==> src/rtl/dts_align_ctrl.sv <==
// Closed-loop alignment controller: measures each stream's sync offset against stream 0 and
// pulses advance/delay until all land within one step. Define DTS_ALIGN_CTRL_RELOCK_EN for continuous re-monitoring after lock.
module dts_align_ctrl #(
  parameter int N_STREAMS       = 4,
  parameter int MUX_FACTOR_BITS = 0,
  parameter int MAX_OFFSET      = 15,
  parameter int PULSE_LEN       = 4,
  parameter int SETTLE_CYCLES   = 64
) (
  input  logic                 clk,
  input  logic                 rst,
  input  logic                 en,
  input  logic [N_STREAMS-1:0] sync,
  output logic [N_STREAMS-1:0] advance,
  output logic [N_STREAMS-1:0] delay,
  output logic                 locked,
  output logic                 missing,
  output logic [15:0]          adjust_count
);

  localparam int WIN_LAST = 2 * MAX_OFFSET;
  localparam int CW       = (WIN_LAST > 0) ? $clog2(WIN_LAST + 1) : 1;
  localparam int OW       = CW + 1;
  localparam int STEP     = 1 << MUX_FACTOR_BITS;
  localparam int TMAX     = (SETTLE_CYCLES > PULSE_LEN) ? SETTLE_CYCLES : PULSE_LEN;
  localparam int TW       = $clog2(TMAX + 1);

  localparam logic [CW-1:0] WIN_LAST_C  = CW'(WIN_LAST);
  localparam logic [CW-1:0] CNT_ONE     = CW'(1);
  localparam logic [TW-1:0] TIM_ONE     = TW'(1);
  localparam logic [TW-1:0] PULSE_LAST  = TW'(PULSE_LEN - 1);
  localparam logic [TW-1:0] SETTLE_LAST = TW'(SETTLE_CYCLES - 1);

  typedef enum logic [2:0] {
    ST_IDLE    = 3'd0,
    ST_MEASURE = 3'd1,
    ST_EVAL    = 3'd2,
    ST_ADJUST  = 3'd3,
    ST_SETTLE  = 3'd4,
    ST_LOCKED  = 3'd5
  } state_t;

  state_t               state_r;
  logic [N_STREAMS-1:0] advance_r;
  logic [N_STREAMS-1:0] delay_r;
  logic                 locked_r;
  logic                 missing_r;
  logic [15:0]          adjust_count_r;
  logic [N_STREAMS-1:0] cap_r;
  logic [CW-1:0]        t_r [N_STREAMS];
  logic                 win_open_r;
  logic [CW-1:0]        win_cnt_r;
  logic [TW-1:0]        timer_r;

  logic signed [OW-1:0] off_s [N_STREAMS];
  logic [N_STREAMS-1:0] adv_mark_s;
  logic [N_STREAMS-1:0] dly_mark_s;
  logic                 all_cap_s;
  logic [CW-1:0]        cap_cnt_s;

  assign advance      = advance_r;
  assign delay        = delay_r;
  assign locked       = locked_r;
  assign missing      = missing_r;
  assign adjust_count = adjust_count_r;

  // Offset of each stream relative to stream 0 and the resulting step marks.
  always_comb begin
    adv_mark_s = {N_STREAMS{1'b0}};
    dly_mark_s = {N_STREAMS{1'b0}};
    for (int i = 0; i < N_STREAMS; i++) begin
      off_s[i] = $signed({1'b0, t_r[i]}) - $signed({1'b0, t_r[0]});
      if (i == 0) begin
        adv_mark_s[i] = 1'b0;
        dly_mark_s[i] = 1'b0;
      end else if (int'(off_s[i]) >= STEP) begin
        adv_mark_s[i] = 1'b1;
        dly_mark_s[i] = 1'b0;
      end else if (int'(off_s[i]) <= -STEP) begin
        adv_mark_s[i] = 1'b0;
        dly_mark_s[i] = 1'b1;
      end else begin
        adv_mark_s[i] = 1'b0;
        dly_mark_s[i] = 1'b0;
      end
    end
    all_cap_s = &cap_r;
    // The opening sync is stamped 0 even though the counter has not started yet.
    if (win_open_r) begin
      cap_cnt_s = win_cnt_r;
    end else begin
      cap_cnt_s = {CW{1'b0}};
    end
  end

  // Control FSM with registered advance/delay/locked/missing outputs.
  always_ff @(posedge clk or posedge rst) begin
    if (rst) begin
      state_r        <= ST_IDLE;
      advance_r      <= {N_STREAMS{1'b0}};
      delay_r        <= {N_STREAMS{1'b0}};
      locked_r       <= 1'b0;
      missing_r      <= 1'b0;
      adjust_count_r <= 16'h0000;
      cap_r          <= {N_STREAMS{1'b0}};
      win_open_r     <= 1'b0;
      win_cnt_r      <= {CW{1'b0}};
      timer_r        <= {TW{1'b0}};
      for (int i = 0; i < N_STREAMS; i++) t_r[i] <= {CW{1'b0}};
    end else if (!en) begin
      state_r    <= ST_IDLE;
      advance_r  <= {N_STREAMS{1'b0}};
      delay_r    <= {N_STREAMS{1'b0}};
      locked_r   <= 1'b0;
      missing_r  <= 1'b0;
      cap_r      <= {N_STREAMS{1'b0}};
      win_open_r <= 1'b0;
      win_cnt_r  <= {CW{1'b0}};
      timer_r    <= {TW{1'b0}};
    end else begin
      missing_r <= 1'b0;
      case (state_r)
        ST_IDLE: begin
          cap_r      <= {N_STREAMS{1'b0}};
          win_open_r <= 1'b0;
          win_cnt_r  <= {CW{1'b0}};
          state_r    <= ST_MEASURE;
        end
        ST_MEASURE: begin
          if (win_open_r || (|sync)) begin
            win_open_r <= 1'b1;
            for (int i = 0; i < N_STREAMS; i++) begin
              if (sync[i] && !cap_r[i]) begin
                cap_r[i] <= 1'b1;
                t_r[i]   <= cap_cnt_s;
              end
            end
            if (cap_cnt_s == WIN_LAST_C) begin
              state_r <= ST_EVAL;
            end else begin
              win_cnt_r <= cap_cnt_s + CNT_ONE;
            end
          end
        end
        ST_EVAL: begin
          cap_r      <= {N_STREAMS{1'b0}};
          win_open_r <= 1'b0;
          win_cnt_r  <= {CW{1'b0}};
          timer_r    <= {TW{1'b0}};
          if (!all_cap_s) begin
            missing_r <= 1'b1;
            locked_r  <= 1'b0;
            state_r   <= ST_MEASURE;
          end else if ((adv_mark_s == {N_STREAMS{1'b0}}) && (dly_mark_s == {N_STREAMS{1'b0}})) begin
            locked_r <= 1'b1;
            state_r  <= ST_LOCKED;
          end else begin
            advance_r <= adv_mark_s;
            delay_r   <= dly_mark_s;
            locked_r  <= 1'b0;
            if (adjust_count_r != 16'hFFFF) begin
              adjust_count_r <= adjust_count_r + 16'd1;
            end
            state_r <= ST_ADJUST;
          end
        end
        ST_ADJUST: begin
          if (timer_r == PULSE_LAST) begin
            advance_r <= {N_STREAMS{1'b0}};
            delay_r   <= {N_STREAMS{1'b0}};
            timer_r   <= {TW{1'b0}};
            state_r   <= ST_SETTLE;
          end else begin
            timer_r <= timer_r + TIM_ONE;
          end
        end
        ST_SETTLE: begin
          if (timer_r == SETTLE_LAST) begin
            timer_r <= {TW{1'b0}};
            state_r <= ST_MEASURE;
          end else begin
            timer_r <= timer_r + TIM_ONE;
          end
        end
        ST_LOCKED: begin
`ifdef DTS_ALIGN_CTRL_RELOCK_EN
          if (timer_r == SETTLE_LAST) begin
            timer_r <= {TW{1'b0}};
            state_r <= ST_MEASURE;
          end else begin
            timer_r <= timer_r + TIM_ONE;
          end
`else
          state_r <= ST_LOCKED;
`endif
        end
        default: begin
          advance_r <= {N_STREAMS{1'b0}};
          delay_r   <= {N_STREAMS{1'b0}};
          locked_r  <= 1'b0;
          state_r   <= ST_IDLE;
        end
      endcase
    end
  end

endmodule
==> config.mk <==
export PLATFORM = sky130hd
export DESIGN_NAME = dts_align_ctrl
export DESIGN_NICKNAME = d
export VERILOG_FILES = /design/src/rtl/dts_align_ctrl.sv
export SDC_FILE = /design/constraint.sdc
export NUM_CORES = 1
export LEC_CHECK = 0
export CORE_MARGIN = 4
export CORE_UTILIZATION = 48
export CTS_BUF_LIST = sky130_fd_sc_hd__clkbuf_8
export CTS_CLUSTER_DIAMETER = 80
export DETAILED_ROUTE_END_ITERATION = 7
export PLACE_DENSITY = 0.69
export SKIP_LAST_GASP = 1
export SLEW_MARGIN = 20
export SYNTH_ARGS = -nofsm -noshare
export SYNTH_HDL_FRONTEND = slang
export SYNTH_SLANG_ARGS = --single-unit
==> constraint.sdc <==
create_clock -name clk -period 3.3 [get_ports clk]
set_clock_uncertainty 0.1 [all_clocks]
set_input_delay 0.495 -clock clk [delete_from_list [all_inputs] [get_ports clk]]
set_output_delay 0.495 -clock clk [all_outputs]
set_load 0.05 [all_outputs]
==> run summary <==
outcome -> complete, no violations
Synth Area per Inst -> 9.20 sq um
Synth Area in Compound Gates -> 0.196
total core area -> 0.00785 sq mm
mux share of post-synthesis cell area -> 0.0172
max-cap violations -> 0
Rows -> 32
largest family of logic cells by synthesized area -> simple AND/OR/NAND/NOR gates
RSZ-0062 raised after global routing -> no
crit path time final -> 3.03 ns
GR Util All Layers -> 0.204
Worst Path Buf+Inv -> 1
Remaining DRCs -> 0
synthesis-to-finish area growth -> 15.3%
CP Cell Sequence -> ha_1 > fa_1 > nand2_1 > or4_1 > nor4_1 > a31o_1 > buf_4 > a311oi_2 > xor2_1
1st-pass router iterations -> 4
Final Slew Violations -> 0
vias in the first global route -> 3263
post-route setup slack -> 0.272 ns
Port Buf Inserts -> 30
final hold violations -> 0
met3 Track Usage GR -> 0.0403
CTS Root Buffer Type -> clkbuf_8
CTS tree -> yes
DIE HEIGHT -> 98.6 um
post-DR wirelength/cell -> 17.0 um
wire length of the first global-routing pass -> 16.1 mm
met2 Use GR -> 0.317
nets -> 484
Placer Congestion -> 0.832
Post-synth EDFFs -> 0
simple-gate share of the synthesized area -> 0.231
Syn Std Cell Area -> 0.00394 sq mm
Worst setup SP type -> register
CTS sink cnt -> 64
Initial Util -> 0.502
max incr delay on CP -> 0.48 ns
yosys warns -> 0
CTS Buffer Depth -> 2
setup TNS -> 0 ns
FMAX -> 330 MHz
Netlist cell types -> 63
Syn Inst Count -> 428
critical path class -> reg2reg
io pins -> 33
Power, Total -> 0.00292 W
Synth Area in Adders -> 0.0756
fin area -> 0.00454 sq mm
Die Footprint -> 0.00972 sq mm
Power Dens Cells -> 643 mW/mm^2
pre-CTS WS -> 0.245 ns
Setup violations, final -> 0
CP Max Fanout -> 10
CP Data Required Time -> 3.42 ns
Total Wirelength -> 9.54 mm
routed via count -> 3320
leakage power -> 1.94 nW
Rel. slew slack -> 0.417
worst vdd ir -> 0.000348 V
1st-iter DRT viols -> 189
final core utilization -> 0.578
#FFs+latches synth -> 64
GRT Residual Overflow -> 0
Hold WC Path Type -> reg2reg
XOR/XNOR Fraction of Synth Area -> 0.0289
Critical Path End Type -> register
number of antenna violations at the first check in global routing -> 0
worst slew pin tran -> 0.867 ns
CP top delay family -> simple AND/OR/NAND/NOR gates
Slowest cell on crit path -> fa_1
Worst-Skew Late Latency -> 0.34 ns
TritonCTS Buffers -> 9
placed instance area -> 0.00430 sq mm
flop-to-flop setup slack -> 0.27 ns
H-Tree Depth -> 3
Worst-path clk slew -> 0.08 ns
Routed Antenna Nets -> 0
sequential fraction of the synthesis area -> 0.407
Top FF cell, synth -> dfrtp_1
async set-reset flop share out of synthesis -> 1.00
Vias/cell -> 5.91
chip width -> 98.6 um
layout cells sized above 1 -> 0.0804
CP arrival -> 3.15 ns
GR Layer Usage met1 -> 0.287
cts hold-fix bufs -> 0
Tcrit/Tclk final -> 0.918
Ant. Diodes -> 0
HPWL Detailed -> 6.95 mm
layer with the highest usage -> met2
largest net degree at the start of global routing -> 65
[report_power, final]
| part | internal (W) | switching [W] | leakage [nW] |
|---|---|---|---|
| sequential | 0.000857 | 0.0000881 | 0.883 |
| clock | 0.000435 | 0.000345 | 0.114 |
| combinational | 0.000414 | 0.000781 | 0.945 |
| total | 0.00171 | 0.00121 | 1.94 |
[repair_timing]
item	in CTS	in global routing
gates resized for setup	0	0
endpoints found under the hold margin	0	0
buffers inserted	0	2
endpoints found under the setup margin	0	3
[state kept, by name, indices dropped and copies added, names as in the netlist]
name and cells:
advance 3, win_open_r 1, win_cnt_r 5, cap_r 4, t_r 20, delay 3, adjust_count 16, missing 1
timer_r 7, state_r 3, locked 1
[kinds of logic after synthesis]
family / after synthesis
and+or+nand+nor: 166
AOI/OAI and AO/OA: 117
DFF: 64
buffers and inverters: 39
adders and majority gates: 22
xor gates and xnor gates: 13
muxes: 6
other: 1
[through the flow]
stage | instances | hold slack (ns)
2_1_floorplan | 429 | 0.350
3_3_place_gp | 544 | 0.363
3_5_place_dp | 544 | 0.371
4_1_cts | 560 | 0.386
5_1_grt | 562 | 0.419
6_report | 562 | 0.384
[final timing paths]
path	startpoint	endpoint	cells after the start
min in group asynchronous	rst	win_cnt_r[1]	3
max reg2reg	t_r[15]	adjust_count[2]	9
max	t_r[15]	adjust_count[2]	9
max in group asynchronous	rst	state_r[0]	3
min	t_r[5]	t_r[5]	2
min reg2reg	t_r[5]	t_r[5]	2
[final cells by class]
class | count | area [sq um]
Timing Repair Buffer | 36 | 345
Multi-Input combinational cell | 326 | 2170
Fill cell | 717 | 3310
Clock inverter | 7 | 104
Tap cell | 102 | 128
Sequential cell | 64 | 1600
Inverter | 18 | 67.6
Clock buffer | 9 | 124
[cells in the mapped netlist, drive strengths merged, types with 2 or more instances]
cell / count / share of area
o21a: 5 / 0.0095
inv: 18 / 0.017
nor2: 13 / 0.012
nor4: 3 / 0.0086
o211ai: 3 / 0.0057
a21boi: 2 / 0.0038
fa: 3 / 0.015
mux2: 3 / 0.0095
and3: 7 / 0.011
nand4: 12 / 0.019
nand2b: 8 / 0.013
a311oi: 7 / 0.019
clkbuf: 13 / 0.012
xnor2: 7 / 0.016
o21ai: 45 / 0.057
a21oi: 11 / 0.015
and4: 4 / 0.0089
buf: 8 / 0.014
ha: 19 / 0.060
or3: 3 / 0.0048
and2: 3 / 0.0048
nand2: 58 / 0.055
o32ai: 2 / 0.0044
o41ai: 4 / 0.0089
xor2: 6 / 0.013
mux2i: 3 / 0.0076
a22o: 4 / 0.0089
o22ai: 8 / 0.013
nand3: 16 / 0.020
nor3: 9 / 0.011
or4: 3 / 0.0057
or2: 3 / 0.0048
nand3b: 9 / 0.017
nor3b: 2 / 0.0038
a31oi: 12 / 0.019
a21o: 4 / 0.0076
nor2b: 7 / 0.011
dfrtp: 64 / 0.41
a41oi: 2 / 0.0064
[worst register-to-register path: stages (launching register included)]
cell and delay (ns):
dfrtp_1 0.43, ha_1 0.22, fa_1 0.48, nand2_1 0.08, or4_1 0.39, nor4_1 0.27, a31o_1 0.40, buf_4 0.24
a311oi_2 0.12, xor2_1 0.18
[placed cells by master, fill, tap and decap left out, types with 3 or more instances in the layout]
| cell | instances |
|---|---|
| a31oi_1 | 12 |
| nand4_1 | 12 |
| nor2b_1 | 7 |
| nand2_1 | 58 |
| dfrtp_1 | 64 |
| clkdlybuf4s50_1 | 30 |
| inv_1 | 17 |
| clkbuf_8 | 9 |
| and2_1 | 3 |
| nand2b_1 | 8 |
| o22ai_1 | 8 |
| a21oi_1 | 10 |
| fa_1 | 3 |
| nand3b_1 | 9 |
| xor2_1 | 6 |
| o41ai_1 | 4 |
| and3_1 | 7 |
| nand3_1 | 16 |
| nor3_1 | 9 |
| nor2_1 | 13 |
| a22o_1 | 4 |
| and4_1 | 4 |
| ha_1 | 19 |
| or4_1 | 3 |
| clkinv_4 | 3 |
| a21o_1 | 4 |
| o211ai_1 | 3 |
| a311oi_1 | 5 |
| o21ai_0 | 44 |
| buf_4 | 6 |
| xnor2_1 | 7 |
| mux2i_1 | 3 |
| o21a_1 | 5 |
| or3_1 | 3 |
| or2_2 | 3 |
[per-layer routing]
layer,wire (um),vias to the layer above,share of wire
met2,4540,85,0.48
met3,466,4,0.049
met5,0,-,0
met4,45,0,0.0047
li1,-,1628,-
met1,4490,1603,0.47
Power figures use the tool's default switching activity.
